--- src/rtl/sram_port_adapter.sv ---
// Valid/ready front end for one SRAM read/write port. Reads are captured one cycle
// after issue into a small response FIFO, and requests are credited against free FIFO slots.
module sram_port_adapter #(
  parameter int ADDR_WIDTH = 10,
  parameter int DATA_WIDTH = 32,
  parameter int MASK_UNIT  = 8,
  parameter int RESP_DEPTH = 3,
  localparam int MASK_WIDTH = DATA_WIDTH / MASK_UNIT
) (
  input  logic                  clock,
  input  logic                  reset,
  input  logic                  req_valid,
  output logic                  req_ready,
  input  logic                  req_write,
  input  logic [ADDR_WIDTH-1:0] req_addr,
  input  logic [MASK_WIDTH-1:0] req_mask,
  input  logic [DATA_WIDTH-1:0] req_data,
  output logic                  resp_valid,
  input  logic                  resp_ready,
  output logic [DATA_WIDTH-1:0] resp_data,
  output logic                  mem_enable,
  output logic                  mem_write,
  output logic [ADDR_WIDTH-1:0] mem_addr,
  output logic [MASK_WIDTH-1:0] mem_mask,
  output logic [DATA_WIDTH-1:0] mem_dataIn,
  input  logic [DATA_WIDTH-1:0] mem_dataOut
);

  localparam int CW = $clog2(RESP_DEPTH + 1);
  localparam int PW = $clog2(RESP_DEPTH);

  logic [CW-1:0]         count_q, count_d;
  logic [PW-1:0]         head_q, head_d;
  logic [PW-1:0]         tail_q, tail_d;
  logic                  rd_inflight_q, rd_inflight_d;
  logic [DATA_WIDTH-1:0] store_q [RESP_DEPTH];

  logic          fire;
  logic          push;
  logic          pop;
  logic [CW:0]   used;

  function automatic logic [PW-1:0] ptr_inc(input logic [PW-1:0] p);
    return (p == PW'(RESP_DEPTH - 1)) ? '0 : p + PW'(1);
  endfunction

  // A slot is reserved for the read still in the SRAM pipeline, so a push never meets a full FIFO.
  assign used       = {1'b0, count_q} + {{CW{1'b0}}, rd_inflight_q};
  assign req_ready  = ~reset & (used < (CW + 1)'(RESP_DEPTH));
  assign fire       = req_valid & req_ready;
  assign push       = rd_inflight_q;
  assign resp_valid = (count_q != '0);
  assign pop        = resp_valid & resp_ready;
  assign resp_data  = resp_valid ? store_q[head_q] : '0;

  assign mem_enable = fire;
  assign mem_write  = fire & req_write;
  assign mem_addr   = req_addr;
  assign mem_mask   = req_mask;
  assign mem_dataIn = req_data;

  always_comb begin
    count_d       = count_q;
    head_d        = head_q;
    tail_d        = tail_q;
    rd_inflight_d = fire & ~req_write;
    if (push) tail_d = ptr_inc(tail_q);
    if (pop)  head_d = ptr_inc(head_q);
    case ({push, pop})
      2'b10:   count_d = count_q + CW'(1);
      2'b01:   count_d = count_q - CW'(1);
      default: count_d = count_q;
    endcase
  end

  always_ff @(posedge clock) begin
    if (reset) begin
      count_q       <= '0;
      head_q        <= '0;
      tail_q        <= '0;
      rd_inflight_q <= 1'b0;
    end else begin
      count_q       <= count_d;
      head_q        <= head_d;
      tail_q        <= tail_d;
      rd_inflight_q <= rd_inflight_d;
    end
  end

  // Storage is left unreset; the empty-FIFO output mux hides stale contents.
  always_ff @(posedge clock) begin
    if (push) store_q[tail_q] <= mem_dataOut;
  end

endmodule

--- config.mk ---
export PLATFORM = sky130hd
export DESIGN_NAME = sram_port_adapter
export DESIGN_NICKNAME = d
export VERILOG_FILES = /design/src/rtl/sram_port_adapter.sv
export SDC_FILE = /design/constraint.sdc
export NUM_CORES = 1
export LEC_CHECK = 0
export ABC_AREA = 1
export BUFFER_PORTS_ARGS = -buffer_cell sky130_fd_sc_hd__buf_4
export CORE_ASPECT_RATIO = 1.2
export CORE_UTILIZATION = 50
export DETAILED_ROUTE_END_ITERATION = 6
export PLACE_DENSITY = 0.87
export REMOVE_ABC_BUFFERS = 1
export SLEW_MARGIN = 5
export SYNTH_ARGS = -nofsm -noshare
export SYNTH_HDL_FRONTEND = slang
export SYNTH_SLANG_ARGS = --single-unit
--- constraint.sdc ---
create_clock -name clock -period 3.8 [get_ports clock]
set_input_delay 0.19 -clock clock [delete_from_list [all_inputs] [get_ports clock]]
set_output_delay 0.19 -clock clock [all_outputs]
set_load 0.02 [all_outputs]
==> impl_metrics.csv <==
group,metric,value,unit
route,viasPerCell,4.94,
global_route,grt_pass1_vias,2804,
worst_setup_path,path_max_fanout,64,
route,drc,0,
clock_tree,cts_tree,"built",
global_route,grt_remaining_overflow,0,
floorplanning,rows,38,
min_path,hp-class,"input port to flop",
yosys,syn_inst,446,
clock_tree,numCtsBuffers,9,
clock_tree,clk_pin_slew,0.09,ns
route,drt_first_pass_iters,5,
timing,worst_slew_pin_slew,1.19,ns
route,wirelength,10300,um
placement,port_buffers,72,
power,finalPower,2.25,mW
timing,finalCriticalPeriod,2.23,ns
layout,fillers,776,
timing,setup_viol,0,
worst_setup_path,end_kind,"output port",
timing,hold_viol_final,0,
yosys,yosysSeqAreaShare,64.2,%
power,leakage,2.38,nW
layout,final_layout_size_suffix_gt1_share,19.9,%
route,post_drt_wl_per_cell,17.3,um
yosys,netlist_area,4770,um2
layout,nets,558,
yosys,ys_ff_latch,105,
placement,dpl-instance-area,5010,um2
floorplanning,core,9130,um2
clock_tree,cts-resized-gates,0,
worst_setup_path,worstSetupStartpointType,"flop",
route,antenna_left,0,
layout,num_antenna_cells,0,
placement,hpwlAfterDp,6950,um
timing,relSlewSlack,20.8,%
layout,areaGrowthSynthToFinish,8.97,%
yosys,syn_avg_cell_area,10.7,um2
layout,final_core_util,56.9,%
timing,tns,0,ns
floorplanning,die_w,91.1,um
layout,fin_area,5200,um2
worst_setup_path,cp.required,3.61,ns
timing,rsz0062_at_grt,"no",
layout,layout_common_cells,"inv_1, edfxtp_1, buf_4, nand2_1, o21ai_0",
power,vdd_drop_max,0.219,mV
floorplanning,initial_core_util,52.2,%
timing,fmax,0.448,GHz
route,num_vias,2948,
floorplanning,dieHeight,109,um
clock_tree,cts_max_path_buffers,2,
timing,period_share,58.7,%
route,drtIter0Drc,159,
clock_tree,h-tree-depth,3,
global_route,grt_util_all_layers,21.4,%
worst_setup_path,path_class,"flop to output port",
worst_setup_path,arrival,2.04,ns
timing,maxSlewViolCount,0,
global_route,grt_pass1_wl,15400,um
global_route,grt_max_degree,65,
timing,clock_skew,0.0137,ns
status,status,"complete, no violations",
global_route,antenna_found_initial,0,
power,power_density,433,nW/um2
yosys,ys_warn_count,0,
clock_tree,root_buffer,"clkbuf_8",
layout,final_common_cell,"inv_1",
floorplanning,io_pins,165,
yosys,yosysUniqueCellTypes,20,
clock_tree,cts_sinks,105,
clock_tree,clock_latency,0.36,ns
placement,gp_congestion,0.692,
run,max_cap_viol_count,0,
floorplanning,die_area,9930,um2
[critical path, cell delays in order, from the launching register on]
cell	delay, ns
dfxtp_2	1.03
o21ai_0	0.23
o21ai_1	0.20
inv_1	0.06
buf_4	0.15
[report_power, final]
part	internal, mW	switching (mW)
Clock	0.237	0.341
Sequential	1.28	0.0486
Combinational	0.145	0.196
[per-stage QoR]
step	setup WS, ns	hold WS, ns	std cells
final	1.57	0.0201	597
after global routing	1.31	0.00135	597
after CTS	1.52	0.0000992	597
after detailed placement	1.82	0.360	579
after global placement	1.91	0.361	579
after floorplan	0.662	0.259	383
[synthesized netlist by cell type (all sizes together)]
| cell | count | area share (%) |
|---|---|---|
| or2 | 1 | 0.13 |
| o21ai | 65 | 6.8 |
| edfxtp | 96 | 60 |
| buf | 56 | 9.2 |
| nor2 | 12 | 1.3 |
| nor3 | 1 | 0.10 |
| nand3 | 3 | 0.31 |
| nand2 | 45 | 3.5 |
| inv | 112 | 8.8 |
| nand4 | 1 | 0.13 |
| dfxtp | 9 | 3.8 |
| clkbuf | 7 | 0.92 |
| a21oi | 35 | 3.8 |
| ha | 3 | 0.79 |
[cell type report]
cell class,count,area [um2],area share [%]
Multi-Input combinational cell,166,808,15.6
Tap cell,120,150,2.89
Sequential cell,105,3070,59.0
Inverter,112,420,8.09
Clock inverter,5,30.0,0.578
Timing Repair Buffer,78,591,11.4
Clock buffer,11,131,2.53
[flip-flops by register name, summed over array words and instances, names as in the netlist, named ones only]
register / flops
store_q: 96
count_q: 2
head_q: 2
tail_q: 2
push: 1
[path summary, 6_finish.rpt]
check	from	to	slack [ns]	cells past startpoint
hold reg to reg	tail_q[1]$_SDFFE_PP0P_	tail_q[1]$_SDFFE_PP0P_	0.48	2
setup reg to reg	count_q[1]$_SDFFE_PP0P_	count_q[1]$_SDFFE_PP0P_	1.84	8
hold / removal	mem_dataOut[6]	store_q[1][6]$_DFFE_PP_	0.02	1
setup / recovery	flop	resp_data[15]	1.57	4
[what timing repair did]
item | in CTS | in global routing
endpoints found under the hold margin | 2 | 0
hold buffers | 2 | 0
buffers inserted | 0 | 0
[metal layers]
layer  GRT usage [%]  routed length (um)  up-vias  part of all wire (%)
li1                -                   -     1431                     -
met2            30.1                4470      154                    43
met4            5.10                  90        4                  0.87
met1            27.6                4310     1346                    42
met5            8.33                  82        -                  0.80
met3            12.9                1350       13                    13
[cells by family (layout without fill, tap and decap cells)]
family                   Yosys count  after routing  synth area share, %
AND/OR/NAND/NOR                   63             63                 5.48
buffers and inverters            175            206                 18.9
flip-flops                       105            105                 64.2
adder cells (fa/ha/maj)            3              3                0.787
AO/OA/AOI/OAI                    100            100                 10.6
Note: power is estimated with default switching activity, not from simulation.
